`src/rtl/core_ctrl_pkg.sv`:
```
// Shared types and encodings for the multicycle RV32I control path.
// Latency: n/a (definitions only).
// Backpressure: n/a (definitions only).
package core_ctrl_pkg;

  typedef enum logic [3:0] {
    S_FETCH,
    S_DECODE,
    S_MEMADR,
    S_MEMREAD,
    S_MEMWB,
    S_MEMWRITE,
    S_EXECR,
    S_EXECI,
    S_ALUWB,
    S_BEQ,
    S_JAL
  } state_t;

  // Opcodes
  localparam logic [6:0] OP_LW    = 7'b0000011;
  localparam logic [6:0] OP_SW    = 7'b0100011;
  localparam logic [6:0] OP_RTYPE = 7'b0110011;
  localparam logic [6:0] OP_ITYPE = 7'b0010011;
  localparam logic [6:0] OP_BEQ   = 7'b1100011;
  localparam logic [6:0] OP_JAL   = 7'b1101111;

  // ALU operation class handed to the ALU decoder
  localparam logic [1:0] ALUOP_ADD   = 2'b00;
  localparam logic [1:0] ALUOP_SUB   = 2'b01;
  localparam logic [1:0] ALUOP_FUNCT = 2'b10;

  // ALU control codes
  localparam logic [2:0] ALU_ADD = 3'b000;
  localparam logic [2:0] ALU_SUB = 3'b001;
  localparam logic [2:0] ALU_AND = 3'b010;
  localparam logic [2:0] ALU_OR  = 3'b011;
  localparam logic [2:0] ALU_SLT = 3'b101;

  // Mux select codes
  localparam logic       ADR_PC     = 1'b0;
  localparam logic       ADR_ALUOUT = 1'b1;
  localparam logic [1:0] A_PC       = 2'b00;
  localparam logic [1:0] A_OLDPC    = 2'b01;
  localparam logic [1:0] A_RS1      = 2'b10;
  localparam logic [1:0] B_RS2      = 2'b00;
  localparam logic [1:0] B_IMM      = 2'b01;
  localparam logic [1:0] B_FOUR     = 2'b10;
  localparam logic [1:0] RES_ALUOUT = 2'b00;
  localparam logic [1:0] RES_RDATA  = 2'b01;
  localparam logic [1:0] RES_ALURES = 2'b10;

  // Immediate format selects
  localparam logic [1:0] IMM_I = 2'b00;
  localparam logic [1:0] IMM_S = 2'b01;
  localparam logic [1:0] IMM_B = 2'b10;
  localparam logic [1:0] IMM_J = 2'b11;

  function automatic logic [1:0] imm_sel(input logic [6:0] op);
    case (op)
      OP_SW:   imm_sel = IMM_S;
      OP_BEQ:  imm_sel = IMM_B;
      OP_JAL:  imm_sel = IMM_J;
      default: imm_sel = IMM_I;
    endcase
  endfunction

endpackage

```
`src/rtl/multicycle_controller_if.sv`:
```
// Control/status bundle between the multicycle controller and its datapath.
// Latency: n/a (wiring only).
// Backpressure: mem_ready from the unified memory stalls FETCH/MEMREAD/MEMWRITE.
// master = controller (consumes instruction fields/status, drives controls);
// slave  = datapath (the opposite directions).
interface multicycle_controller_if;
  logic [6:0] op;
  logic [2:0] funct3;
  logic       funct7b5;
  logic       zero;
  logic       mem_ready;
  logic [1:0] imm_src;
  logic       adr_src;
  logic [1:0] alu_src_a;
  logic [1:0] alu_src_b;
  logic [2:0] alu_control;
  logic [1:0] result_src;
  logic       pc_write;
  logic       ir_write;
  logic       reg_write;
  logic       mem_write;
  logic       illegal_instr;

  modport master (
    input  op, funct3, funct7b5, zero, mem_ready,
    output imm_src, adr_src, alu_src_a, alu_src_b, alu_control, result_src,
           pc_write, ir_write, reg_write, mem_write, illegal_instr
  );

  modport slave (
    output op, funct3, funct7b5, zero, mem_ready,
    input  imm_src, adr_src, alu_src_a, alu_src_b, alu_control, result_src,
           pc_write, ir_write, reg_write, mem_write, illegal_instr
  );
endinterface

```
`src/rtl/multicycle_controller_alu_decoder.sv`:
```
// Maps ALU operation class plus instruction fields to an ALU control code.
// Latency: combinational.
// Backpressure: none.
// Ports: alu_op, funct3, op5 (instr[5]), funct7b5 in; alu_control out.
module alu_decoder
  import core_ctrl_pkg::*;
(
  input  logic [1:0] alu_op,
  input  logic [2:0] funct3,
  input  logic       op5,
  input  logic       funct7b5,
  output logic [2:0] alu_control
);

  always_comb begin
    alu_control = ALU_ADD;
    case (alu_op)
      ALUOP_ADD: alu_control = ALU_ADD;
      ALUOP_SUB: alu_control = ALU_SUB;
      ALUOP_FUNCT: begin
        case (funct3)
          // funct7b5 only means sub for R-type; addi reuses that bit as immediate.
          3'b000:  alu_control = (op5 & funct7b5) ? ALU_SUB : ALU_ADD;
          3'b010:  alu_control = ALU_SLT;
          3'b110:  alu_control = ALU_OR;
          3'b111:  alu_control = ALU_AND;
          default: alu_control = ALU_ADD;
        endcase
      end
      default: alu_control = ALU_ADD;
    endcase
  end

endmodule

```
`src/rtl/multicycle_controller.sv`:
```
// Control FSM for the multicycle RV32I core (lw, sw, R/I ALU, beq, jal).
// Latency: lw 5, sw 4, R/I 4, beq 3, jal 4, illegal 2 cycles at zero wait states.
// Backpressure: FETCH, MEMREAD and MEMWRITE hold until mem_ready; ignored elsewhere.
// Ports: clock, reset (async active-low); ctrl (master) carries instruction
// fields, zero, mem_ready in and all mux selects, ALU control and strobes out.
module multicycle_controller
  import core_ctrl_pkg::*;
(
  input  logic                   clock,
  input  logic                   reset,
  multicycle_controller_if.master ctrl
);

  state_t     state, state_nxt;
  logic [1:0] alu_op;
  logic       pc_update, branch;
  logic       ir_wr, reg_wr, mem_wr, illegal;

  always_ff @(posedge clock or negedge reset) begin
    if (!reset) state <= S_FETCH;
    else        state <= state_nxt;
  end

  always_comb begin
    state_nxt       = state;
    ctrl.adr_src    = ADR_PC;
    ctrl.alu_src_a  = A_PC;
    ctrl.alu_src_b  = B_RS2;
    ctrl.result_src = RES_ALUOUT;
    alu_op          = ALUOP_ADD;
    pc_update       = 1'b0;
    branch          = 1'b0;
    ir_wr           = 1'b0;
    reg_wr          = 1'b0;
    mem_wr          = 1'b0;
    illegal         = 1'b0;
    case (state)
      S_FETCH: begin
        ctrl.alu_src_b  = B_FOUR;
        ctrl.result_src = RES_ALURES;
        if (ctrl.mem_ready) begin
          ir_wr     = 1'b1;
          pc_update = 1'b1;
          state_nxt = S_DECODE;
        end
      end
      S_DECODE: begin
        // ALU precomputes the branch target from the old PC while decoding.
        ctrl.alu_src_a = A_OLDPC;
        ctrl.alu_src_b = B_IMM;
        case (ctrl.op)
          OP_LW, OP_SW: state_nxt = S_MEMADR;
          OP_RTYPE:     state_nxt = S_EXECR;
          OP_ITYPE:     state_nxt = S_EXECI;
          OP_BEQ:       state_nxt = S_BEQ;
          OP_JAL:       state_nxt = S_JAL;
          default: begin
            illegal   = 1'b1;
            state_nxt = S_FETCH;
          end
        endcase
      end
      S_MEMADR: begin
        ctrl.alu_src_a = A_RS1;
        ctrl.alu_src_b = B_IMM;
        state_nxt      = (ctrl.op == OP_SW) ? S_MEMWRITE : S_MEMREAD;
      end
      S_MEMREAD: begin
        ctrl.adr_src    = ADR_ALUOUT;
        ctrl.result_src = RES_ALUOUT;
        if (ctrl.mem_ready) state_nxt = S_MEMWB;
      end
      S_MEMWB: begin
        ctrl.result_src = RES_RDATA;
        reg_wr          = 1'b1;
        state_nxt       = S_FETCH;
      end
      S_MEMWRITE: begin
        ctrl.adr_src = ADR_ALUOUT;
        mem_wr       = 1'b1;
        if (ctrl.mem_ready) state_nxt = S_FETCH;
      end
      S_EXECR: begin
        ctrl.alu_src_a = A_RS1;
        ctrl.alu_src_b = B_RS2;
        alu_op         = ALUOP_FUNCT;
        state_nxt      = S_ALUWB;
      end
      S_EXECI: begin
        ctrl.alu_src_a = A_RS1;
        ctrl.alu_src_b = B_IMM;
        alu_op         = ALUOP_FUNCT;
        state_nxt      = S_ALUWB;
      end
      S_ALUWB: begin
        ctrl.result_src = RES_ALUOUT;
        reg_wr          = 1'b1;
        state_nxt       = S_FETCH;
      end
      S_BEQ: begin
        ctrl.alu_src_a  = A_RS1;
        ctrl.alu_src_b  = B_RS2;
        ctrl.result_src = RES_ALUOUT;
        alu_op          = ALUOP_SUB;
        branch          = 1'b1;
        state_nxt       = S_FETCH;
      end
      S_JAL: begin
        // Return address (old PC + 4) goes to rd via ALUWB; target from DECODE.
        ctrl.alu_src_a  = A_OLDPC;
        ctrl.alu_src_b  = B_FOUR;
        ctrl.result_src = RES_ALUOUT;
        pc_update       = 1'b1;
        state_nxt       = S_ALUWB;
      end
      default: state_nxt = S_FETCH;
    endcase
  end

  // FETCH strobes depend on mem_ready, so they are masked while reset is low
  // to keep the register file, PC and memory untouched during reset.
  assign ctrl.pc_write      = reset & (pc_update | (branch & ctrl.zero));
  assign ctrl.ir_write      = reset & ir_wr;
  assign ctrl.reg_write     = reset & reg_wr;
  assign ctrl.mem_write     = reset & mem_wr;
  assign ctrl.illegal_instr = reset & illegal;
  assign ctrl.imm_src       = imm_sel(ctrl.op);

  alu_decoder u_alu_decoder (
    .alu_op      (alu_op),
    .funct3      (ctrl.funct3),
    .op5         (ctrl.op[5]),
    .funct7b5    (ctrl.funct7b5),
    .alu_control (ctrl.alu_control)
  );

endmodule

```
`src/flat_wrapper.sv`:
```
// flat-port wrapper written by rule: the top's interface ports become plain ports
module multicycle_controller_flat import core_ctrl_pkg::*;
  (clock, reset, ctrl_op, ctrl_funct3, ctrl_funct7b5, ctrl_zero, ctrl_mem_ready, ctrl_imm_src, ctrl_adr_src, ctrl_alu_src_a, ctrl_alu_src_b, ctrl_alu_control, ctrl_result_src, ctrl_pc_write, ctrl_ir_write, ctrl_reg_write, ctrl_mem_write, ctrl_illegal_instr);
  multicycle_controller_if ctrl_i ();
  input  logic clock;
  input  logic reset;
  input wire logic [$bits(ctrl_i.op)-1:0] ctrl_op;
  input wire logic [$bits(ctrl_i.funct3)-1:0] ctrl_funct3;
  input wire logic [$bits(ctrl_i.funct7b5)-1:0] ctrl_funct7b5;
  input wire logic [$bits(ctrl_i.zero)-1:0] ctrl_zero;
  input wire logic [$bits(ctrl_i.mem_ready)-1:0] ctrl_mem_ready;
  output wire logic [$bits(ctrl_i.imm_src)-1:0] ctrl_imm_src;
  output wire logic [$bits(ctrl_i.adr_src)-1:0] ctrl_adr_src;
  output wire logic [$bits(ctrl_i.alu_src_a)-1:0] ctrl_alu_src_a;
  output wire logic [$bits(ctrl_i.alu_src_b)-1:0] ctrl_alu_src_b;
  output wire logic [$bits(ctrl_i.alu_control)-1:0] ctrl_alu_control;
  output wire logic [$bits(ctrl_i.result_src)-1:0] ctrl_result_src;
  output wire logic [$bits(ctrl_i.pc_write)-1:0] ctrl_pc_write;
  output wire logic [$bits(ctrl_i.ir_write)-1:0] ctrl_ir_write;
  output wire logic [$bits(ctrl_i.reg_write)-1:0] ctrl_reg_write;
  output wire logic [$bits(ctrl_i.mem_write)-1:0] ctrl_mem_write;
  output wire logic [$bits(ctrl_i.illegal_instr)-1:0] ctrl_illegal_instr;
  assign ctrl_i.op = ctrl_op;
  assign ctrl_i.funct3 = ctrl_funct3;
  assign ctrl_i.funct7b5 = ctrl_funct7b5;
  assign ctrl_i.zero = ctrl_zero;
  assign ctrl_i.mem_ready = ctrl_mem_ready;
  assign ctrl_imm_src = ctrl_i.imm_src;
  assign ctrl_adr_src = ctrl_i.adr_src;
  assign ctrl_alu_src_a = ctrl_i.alu_src_a;
  assign ctrl_alu_src_b = ctrl_i.alu_src_b;
  assign ctrl_alu_control = ctrl_i.alu_control;
  assign ctrl_result_src = ctrl_i.result_src;
  assign ctrl_pc_write = ctrl_i.pc_write;
  assign ctrl_ir_write = ctrl_i.ir_write;
  assign ctrl_reg_write = ctrl_i.reg_write;
  assign ctrl_mem_write = ctrl_i.mem_write;
  assign ctrl_illegal_instr = ctrl_i.illegal_instr;
  multicycle_controller u_core (.clock(clock), .reset(reset), .ctrl(ctrl_i));
endmodule
```
`config.mk`:
```
export PLATFORM = sky130hd
export DESIGN_NAME = multicycle_controller_flat
export DESIGN_NICKNAME = d
export VERILOG_FILES = /design/src/rtl/core_ctrl_pkg.sv /design/src/rtl/multicycle_controller_if.sv /design/src/rtl/multicycle_controller_alu_decoder.sv /design/src/rtl/multicycle_controller.sv /design/src/flat_wrapper.sv
export SDC_FILE = /design/constraint.sdc
export NUM_CORES = 1
export LEC_CHECK = 0
export ABC_CLOCK_PERIOD_IN_PS = 1800
export BUFFER_PORTS_ARGS = -buffer_cell sky130_fd_sc_hd__buf_2
export CORE_MARGIN = 4
export CORE_UTILIZATION = 40
export CTS_BUF_LIST = sky130_fd_sc_hd__clkbuf_2 sky130_fd_sc_hd__clkbuf_4 sky130_fd_sc_hd__clkbuf_8
export DETAILED_ROUTE_END_ITERATION = 12
export GPL_ROUTABILITY_DRIVEN = 0
export GPL_TIMING_DRIVEN = 0
export PLACE_DENSITY = 0.8
export SETUP_SLACK_MARGIN = 0.1
export SYNTH_ARGS = -nofsm -noshare
export SYNTH_HDL_FRONTEND = slang
export SYNTH_SLANG_ARGS = --single-unit
```
`constraint.sdc`:
```
create_clock -name clock -period 1.8 [get_ports clock]
set_input_delay 0.27 -clock clock [delete_from_list [all_inputs] [get_ports clock]]
set_output_delay 0.27 -clock clock [all_outputs]
set_load 0.01 [all_outputs]
```
# After elaboration in Yosys (flattened, before gate mapping)
# Cells that the tools add are included.
totals:
  reg_bits: 4
  latchBits: 0
  mem_bits_rw: 0
  mem_bits_ro: 0
  word_cells: 69
  mem_count: 0
op_classes:
  n_addsub: 0
  n_mul: 0
  div_mod_pow: 0
  order_cmp: 0
  n_eq_ne: 24
  shift: 0
  n_mux: 23
  bitwise_logic: 8
  reduce_logical: 13
ops:
  columns: ["op", "n"]
  rows:
  - ["4-bit one-hot mux with 6 select lines", 1]
  - ["4-bit one-hot mux with 5 select lines", 1]
  - ["4-bit by 3-bit equality test with 1-bit output (second input constant)", 4]
  - ["2-bit one-hot mux with 2 select lines", 4]
  - ["7-bit by 6-bit equality test with 1-bit output (second input constant)", 2]
  - ["7-bit equality test (second input constant)", 2]
  - ["4-bit equality test (second input constant)", 3]
  - ["4-bit two-way mux", 3]
  - ["3-bit one-hot mux with 4 select lines", 1]
  - ["2-bit OR reduction", 6]
  - ["1-bit two-way mux", 9]
  - ["4-bit by 2-bit equality test with 1-bit output (second input constant)", 2]
  - ["1-bit AND", 7]
  - ["7-bit by 2-bit equality test with 1-bit output (second input constant)", 1]
  - ["7-bit by 5-bit equality test with 1-bit output (second input constant)", 1]
  - ["3-bit equality test (second input constant)", 2]
  - ["2-bit != test (second input constant)", 3]
  - ["2-bit one-hot mux with 3 select lines", 1]
  - ["3-bit one-hot mux with 2 select lines", 1]
  - ["3-bit OR reduction", 2]
  - ["6-bit OR reduction", 1]
  - ["4-bit by 1-bit equality test with 1-bit output (second input constant)", 1]
  - ["4-bit zero test", 1]
  - ["4-bit OR reduction", 1]
  - ["8 further kinds", 8]

# Longest topological paths before layout
# Gate-level depths: netlist of the first run.
depth:
  depth_word: 5
  mapped_depth: 9

# Hierarchy
# A second synthesis of the first run with hierarchy kept.
unflattened:
  cells_unflattened: 91
  hier_area_um2: 655.6
modules_own_cells:
  columns: ["mod", "instances", "cells_per_inst", "area_each_um2", "seq_area_each_um2"]
  rows:
  - ["multicycle_controller", 1, 80, 559.3, 100.1]
  - ["alu_decoder", 1, 11, 96.3, 0.0]

# Worst setup path before layout of the first run
# Ideal clock, no wire load.
synth_path:
  path_kind: "reg-to-output"
  startpoint: "reg u_core.state[1]"
  endpoint: "out ctrl_alu_control[2]"
  arrival_ns: 1.566
  path_slack_ns: -0.036
  stages_incl_launch_ff: 6
  path_buffers: 1
  path_cell_list: "dfrtp_1 > buf_4 > nor2b_1 > nand2_1 > ha_1 > nor4_1"
synth_between:
  elab_chain_len: 5
  elab_cells_between_ends: 8
  cone_classes: "eq/ne (5); mux (2); reduce/logical (1)"
synth_lines:
  columns: ["element", "line", "source"]
  rows:
  - ["start: declaration", "multicycle_controller.sv:14", "state_t state, state_nxt;"]
  - ["start signal: assignment", "multicycle_controller.sv:21", "else state <= state_nxt;"]
  - ["4-bit by 3-bit equality test with 1-bit output", "multicycle_controller.sv:37", "case (state)"]
  - ["2-bit OR reduction (no source line)", null, null]
  - ["2-bit one-hot mux with 2 select lines (*)", "multicycle_controller.sv:37", null]
  - ["2-bit equality test / 2-bit by 1-bit equality test with 1-bit output (equally long branches)", "multicycle_controller_alu_decoder.sv:17", "case (alu_op)"]
  - ["3-bit one-hot mux with 2 select lines (*)", "multicycle_controller_alu_decoder.sv:17", null]
  - ["end: declaration", "flat_wrapper.sv:16", "output wire logic [$bits(ctrl_i.alu_control)-1:0] ctrl_alu_control;"]
# Every way passes the cells marked *; elsewhere a longest branch is shown, timed or not.

# Worst setup path after layout of the first run
# Ends and elaborated chain as after synthesis.

==> impl_results.md, run 1 <==
- Final Critical Period: 2.04 ns
- Max Freq: 491 MHz
- Metal3 WL: 115 um
- Clock latency at the later pin of the worst-skew pair: 0.24 ns
- Via count: 896
- Syn Nets: 114
- Total gr overflow: 0
- CP endpoint kind: output port
- Clock Skews: 0.00268 ns
- Number of diodes: 0
- CP Launch Type: register
- Crit Path Class: register to output port
- Sink Count: 4
- Sequential area share after synthesis: 16.1%
- Ratio of cells with drive above 1 in the final layout: 51.1%
- DR top layer: met4
- Total power: 693 uW
- Final period util: 113%
- WP data required: 1.53 ns
- Hold Path Class: primary input to async pin
- Placeable Area: 1380 um2
- Total CTS buffers: 3
- I/O pins: 32
- Syn-to-layout area delta: 70.4%
- Share of the synthesized area in the top cell type: 16.1%
- Initial antenna violation count: 0
- R2R Path End: u_core.state[0]
- Worst r2r src: u_core.state[1]
- Clock slew at reported path FFs: 0.04 ns
- Drc violations: 0
- FF+latch count, synth: 4
- Top post-synthesis cells by area: dfrtp_1 16%, nor2_1 10%, nand2_1 7.2%, a21oi_1 5.6%, nor3_1 5.6%
- Violated checks: negative setup slack
- Met2 WL post-DR: 1190 um
- Worst slew margin: 81.4%
- Post-synthesis cell area: 622 um2
- Final setup fails: 3
- Nets: 160
- WL/cell: 14.8 um
- Starting density of the core: 45.0%
- Final WS setup: -0.238 ns
- WL final: 2320 um
- Worst vdd ir: 0.520 mV
- 1st-iter DRT viols: 32
- Metal1 wirelength: 996 um
- Root Buffer: clkbuf_4
- Status: complete, but fails checks
- Placed Instance Area: 822 um2
- First-pass GRT wire length: 3560 um
- Syn Inst Count: 97
- # H-tree levels: 1
- Biggest register: u_core.state
- Max-cap violations: 0
- Largest area contributor in the netlist: dfrtp_1
- Biggest regs: u_core.state: 4 flops
- Hold_ws: 0.405 ns
- # rows: 13
- Largest net degree at the start of global routing: 11
- Critical path arrival: 1.77 ns
- Post-layout util: 76.7%
- Worst reg-to-reg setup slack: 0.49 ns
- Final instance area: 1060 um2
- Vias per Instance: 5.74
- Die X: 47.4 um
- Power Dens Cells: 654 nW/um2
- Max reg flops: 4
- Leak Pwr: 0.000515 uW
- GRT Util Overall: 21.4%
- Setup TNS: -0.573 ns
- CP max FO: 5
- Worst slew pin tran: 0.277 ns
- Vias in the first global route: 864
- Post-DP HPWL: 1530 um
- Die span in y: 47.4 um
- Unrepaired setup endpoints after global routing: true
- Worst R2R Path Depth: 6
- Syn avg cell area: 6.41 um2
- Synth unique cells: 33
- Die footprint: 2250 um2
- Yosys warnings: 0
- Drt pass-1 iters: 4
- Clock Tree Buf Depth: 2
- Final hold vios: 0
- Port Buffers: 31
- CTS tree: yes
- Post-DRT Antenna Nets: 0
- Pins Over Slew Limit: 0
==> cell families after synthesis <==
kind of cell,after synthesis,share of synthesized area [%]
DFF,4,16.1
xor gates and xnor gates,2,2.82
buffers and inverters,10,7.24
adders and majority gates,2,4.02
muxes,2,3.42
and+or+nand+nor,58,46.7
AOI/OAI and AO/OA,19,19.7
==> report_power, final <==
part	switching [uW]	internal, uW
Sequential	10.1	102
Clock	42.5	75.0
Combinational	248	216
==> critical path, cell delays in order (launching register included) <==
cell and delay, ns:
dfrtp_2 0.45, nand2b_4 0.17, nor2_4 0.14, nand2_4 0.08
inv_2 0.08, ha_4 0.21, nor4_4 0.22, buf_2 0.19
==> final cells by class <==
class,instances,area [um2]
Sequential cell,4,103
Buffer,5,45.0
Tap cell,15,18.8
Multi-Input combinational cell,83,599
Timing Repair Buffer,41,253
Clock buffer,3,22.5
Fill cell,112,323
Inverter,5,18.8
==> cell usage in the layout, fill, tap and decap left out, drive strengths merged, types with 2 or more instances in the layout <==
cell / instances
o21ai: 5
buf: 44
or3: 2
nor2b: 2
clkbuf: 4
a21oi: 7
nor2: 17
nor3: 7
and3: 2
ha: 2
nand2b: 4
and2: 2
inv: 5
nor4: 3
xnor2: 2
nand4: 2
dfrtp: 4
nand2: 12
nand3: 2
==> worst max-delay path by stage <==
stage | from | end | slack [ns] | depth (start not counted)
after floorplan | u_core.state[1] | ctrl_alu_control[0] | 0.1 | 9
after CTS | u_core.state[1] | ctrl_pc_write | -0.16 | 6
after global routing | u_core.state[1] | ctrl_pc_write | -0.30 | 6
after detailed placement | u_core.state[1] | ctrl_alu_control[0] | -0.20 | 9
final | u_core.state[1] | ctrl_alu_control[2] | -0.24 | 7
after global placement | u_core.state[1] | ctrl_alu_control[0] | -0.16 | 9
==> per-layer routing <==
layer,up-vias,global-route usage [%]
met2,22,37.2
met3,2,3.01
met5,-,0
met1,433,27.9
met4,0,4.42
li1,439,-
==> through the flow <==
| step | worst slack (ns) | instances |
|---|---|---|
| 3_3_place_gp | -0.164 | 143 |
| 3_5_place_dp | -0.198 | 143 |
| 2_1_floorplan | 0.0975 | 97 |
| 5_1_grt | -0.295 | 156 |
| 4_1_cts | -0.160 | 154 |
| 6_report | -0.238 | 156 |
==> timing repair <==
item,CTS,global route
pin swaps,10,6
hold endpoints to repair,4,0
buffers inserted,7,2
hold buffers,1,0
resized for setup,24,13
endpoints found under the setup margin,9,12
==> synthesized netlist by cell type <==
cell       instances
nor2_1            17
nand2_1           12
a21oi_1            7
nor3_1             7
o21ai_0            5
dfrtp_1            4
inv_1              4
nand2b_1           4
buf_2              3
nor4_1             3
and2_1             2
and3_1             2
ha_1               2
nand3_1            2
nand4_1            2
nor2b_1            2
or3_1              2
xnor2_1            2
a22o_1             1
a311oi_1           1
a31oi_1            1
a32o_1             1
a41oi_1            1
buf_4              1
clkbuf_1           1
inv_2              1
mux2_2             1
mux2i_1            1
nor3b_2            1
nor4b_1            1
o2111a_1           1
o2111ai_1          1
or3b_1             1
(Power assumes the default switching activity.)
==> inputs of run 2 (changes only) <==
--- a/config.mk
+++ b/config.mk
@@ -13,8 +13,9 @@
 export DETAILED_ROUTE_END_ITERATION = 12
 export GPL_ROUTABILITY_DRIVEN = 0
 export GPL_TIMING_DRIVEN = 0
-export PLACE_DENSITY = 0.8
+export PLACE_DENSITY = 0.79
 export SETUP_SLACK_MARGIN = 0.1
 export SYNTH_ARGS = -nofsm -noshare
 export SYNTH_HDL_FRONTEND = slang
+export SYNTH_HIERARCHICAL = 1
 export SYNTH_SLANG_ARGS = --single-unit
==> impl_results.md, run 2 <==
- Number of diodes: 0 (unchanged)
- Most common cell after layout, fill and taps aside: buf_2 (unchanged)
- Biggest regs: u_core/state: 4 flops (was u_core.state: 4 flops)
- Leak Pwr: 0.000622 uW (was 0.000515 uW)
- Root Buffer: clkbuf_4 (unchanged)
- Met3 usage: 4.91% (was 3.01%)
- Most common flop cell mapped by yosys: dfrtp_1 (unchanged)
- Most frequent cell after synthesis: nor2_1 (unchanged)
- Vias per Instance: 6.27 (was 5.74)
- # rows: 14 (was 13)
- Crit Path Class: register to output port (unchanged)
- CP endpoint kind: output port (unchanged)
- Max-cap violations: 0 (unchanged)
- Drt pass-1 iters: 6 (was 4)
- Top post-synthesis cells by area: dfrtp_1 15%, and3_1 5.7%, nor2_1 5.7%, buf_2 4.6%, nand2_1 4.0% (was dfrtp_1 16%, nor2_1 10%, nand2_1 7.2%, a21oi_1 5.6%, nor3_1 5.6%)
- Violated checks: negative setup slack (unchanged)
- CP startpoint: u_core/state[3] (was u_core.state[1])
- CP Launch Type: register (unchanged)
- Clock Skews: 0.00934 ns (was 0.00268 ns)
- GRT Util Overall: 20.0% (was 21.4%)
- FF+latch count, synth: 4 (unchanged)
- Vias in the first global route: 894 (was 864)
- Global routing met1 resource utilization: 23.5% (was 27.9%)
- Die span in y: 48.5 um (was 47.4 um)
- I/O pins: 32 (unchanged)
- Max reg flops: 4 (unchanged)
- WL final: 3390 um (was 2320 um)
- Post-DP HPWL: 1490 um (was 1530 um)
- Placed Instance Area: 875 um2 (was 822 um2)
- CP max FO: 7 (was 5)
- Initial antenna violation count: 0 (unchanged)
- Placeable Area: 1520 um2 (was 1380 um2)
- CTS tree: yes (unchanged)
- Yosys warnings: 6 (was 0)
- Nets: 166 (was 160)
- Status: complete, but fails checks (unchanged)
- Worst slew margin: 80.8% (was 81.4%)
- Synth cell count leaders: 10 x nor2_1, 7 x nand2_1, 6 x and3_1, 6 x buf_2, 5 x a21oi_1 (was 17 x nor2_1, 12 x nand2_1, 7 x a21oi_1, 7 x nor3_1, 5 x o21ai_0)
- Total gr overflow: 0 (unchanged)
- Final WS setup: -0.234 ns (was -0.238 ns)
- WP data required: 1.53 ns (about the same)
- Final instance area: 1270 um2 (was 1060 um2)
- Syn Nets: 108 (was 114)
- Final setup fails: 7 (was 3)
- Max Freq: 492 MHz (was 491 MHz)
- # H-tree levels: 1 (unchanged)
- Hold Path Class: primary input to async pin (unchanged)
- Most frequent cells in the layout: 30 x buf_2, 15 x buf_4, 8 x buf_6 (was 29 x buf_2, 14 x nor2_1, 9 x buf_4, 9 x nand2_1)
- Post-DRT Antenna Nets: 0 (unchanged)
- Clock Tree Buf Depth: 2 (unchanged)
- Die X: 48.5 um (was 47.4 um)
- Sink Count: 4 (unchanged)
- Syn avg cell area: 7.20 um2 (was 6.41 um2)
- FFs w/ async S/R, synth: 100% (unchanged)
- Post-route insts no fill: 163 (was 156)
- Ratio of cells with drive above 1 in the final layout: 60.5% (was 51.1%)
- Starting density of the core: 43.0% (was 45.0%)
- Clock slew at reported path FFs: 0.05 ns (was 0.04 ns)
- Port Buffers: 31 (unchanged)
- Final period util: 113% (about the same)
- Setup TNS: -0.981 ns (was -0.573 ns)
- Met2 Use GR: 34.1% (was 37.2%)
- Post-synthesis cell area: 656 um2 (was 622 um2)
- Final hold vios: 0 (unchanged)
- Sequential area share after synthesis: 15.3% (was 16.1%)
- Total CTS buffers: 3 (unchanged)
- Pins Over Slew Limit: 0 (unchanged)
- Syn-to-layout area delta: 93.9% (was 70.4%)
- Unrepaired setup endpoints after global routing: true (unchanged)
- Placed Cells: 138 (was 143)
- Multi-input combinational cell area: 672 um2 (was 599 um2)
- WL/cell: 20.8 um (was 14.8 um)
- Worst slew pin tran: 0.286 ns (was 0.277 ns)
- Power Dens Cells: 468 nW/um2 (was 654 nW/um2)
- Via count: 1022 (was 896)
- Largest net degree at the start of global routing: 11 (unchanged)
- Synth unique cells: 38 (was 33)
- Final Critical Period: 2.03 ns (was 2.04 ns)
- 1st-iter DRT viols: 78 (was 32)
- Clock latency at the later pin of the worst-skew pair: 0.24 ns (about the same)
- First-pass GRT wire length: 3910 um (was 3560 um)
- Die footprint: 2350 um2 (was 2250 um2)
- Post-synth EDFFs: 0 (unchanged)
- Syn Inst Count: 91 (was 97)
- Largest area contributor in the netlist: dfrtp_1 (unchanged)
- FF/Latch Area: 101 um2 (was 103 um2)
- Worst r2r src: u_core/state[1] (was u_core.state[1])
- Share of the synthesized area in the top cell type: 15.3% (was 16.1%)
- Fillers: 85 (was 112)
- Biggest register: u_core/state (was u_core.state)
- Drc violations: 0 (unchanged)
- Busiest layer in global routing: met2 (unchanged)
- Post-layout util: 83.4% (was 76.7%)
- Worst vdd ir: 0.553 mV (was 0.520 mV)
- Critical path arrival: 1.76 ns (was 1.77 ns)
[run 2: changes by cell type in the layout (fill, tap and decap cells not counted), sizes merged, moves of 3 or more]
cell   previous run  this run
nand2            12         7
nor2             17        10
nor3              7         4
and3              2         6
buf              44        56
[run 2: path summary, 6_finish.rpt]
path	endpoint	slack, ns	depth (start not counted)
hold reg to reg	u_core/state[1]	0.78	4
min in group clock	u_core/state[0]	0.42	4
hold / removal	u_core/state[2]	0.42	2
setup / recovery	ctrl_alu_control[0]	-0.23	9
setup reg to reg	u_core/state[2]	0.12	9
max in group asynchronous	u_core/state[0]	1.17	2
[run 2: stage by stage]
stage	total power, uW	setup slack (ns)	hold WS (ns)
final	595	-0.234	0.418
after global routing	637	-0.303	0.423
after CTS	484	-0.151	0.406
after detailed placement	317	-0.126	0.110
after global placement	312	-0.0472	0.104
after floorplan	242	0.109	-0.0256
[run 2: area by class of cell]
cell class / count / share of cell area, %
inverters: 4 / 1.18
clock buffers: 3 / 1.77
plain buffers: 6 / 5.31
repair buffers: 53 / 29.3
well taps: 16 / 1.57
flip-flops and latches: 4 / 7.97
multi-input cells: 77 / 52.9
[run 2: logic make-up after synthesis]
| family | count (synthesis) | share of synthesized area, % |
|---|---|---|
| buffers and inverters | 10 | 6.87 |
| multiplexers | 1 | 1.53 |
| flip-flops | 4 | 15.3 |
| AND/OR/NAND/NOR | 48 | 43.1 |
| adder cells (fa/ha/maj) | 2 | 3.82 |
| XOR/XNOR | 4 | 5.34 |
| AO/OA/AOI/OAI | 22 | 24.0 |
[run 2: routing by layer]
metal  vias up  wire length, um
li1        446                -
met2        88             1580
met4         0              145
met1       470             1300
met5         -                0
met3        18              370
[run 2: critical path, cell delays in order, from the launching register on]
cell	delay, ns
dfrtp_1	0.36
buf_6	0.14
buf_6	0.11
nand2_4	0.06
nor2_4	0.12
buf_4	0.14
ha_4	0.14
inv_1	0.06
a221oi_2	0.23
buf_2	0.16
[run 2: where the power goes]
group          internal, uW  leakage [uW]  switching [uW]
Clock                  74.8     0.0000138            39.6
Sequential             97.4     0.0000526            9.32
Combinational           184      0.000556             190
Total                   356      0.000622             239
[run 2: what timing repair did]
item | in CTS | in global routing
hold endpoints to repair | 4 | 0
buffers inserted | 12 | 8
hold buffers | 1 | 0
gates cloned | 0 | 1
pin swaps | 9 | 5
gates resized for setup | 24 | 23
endpoints found under the setup margin | 5 | 14
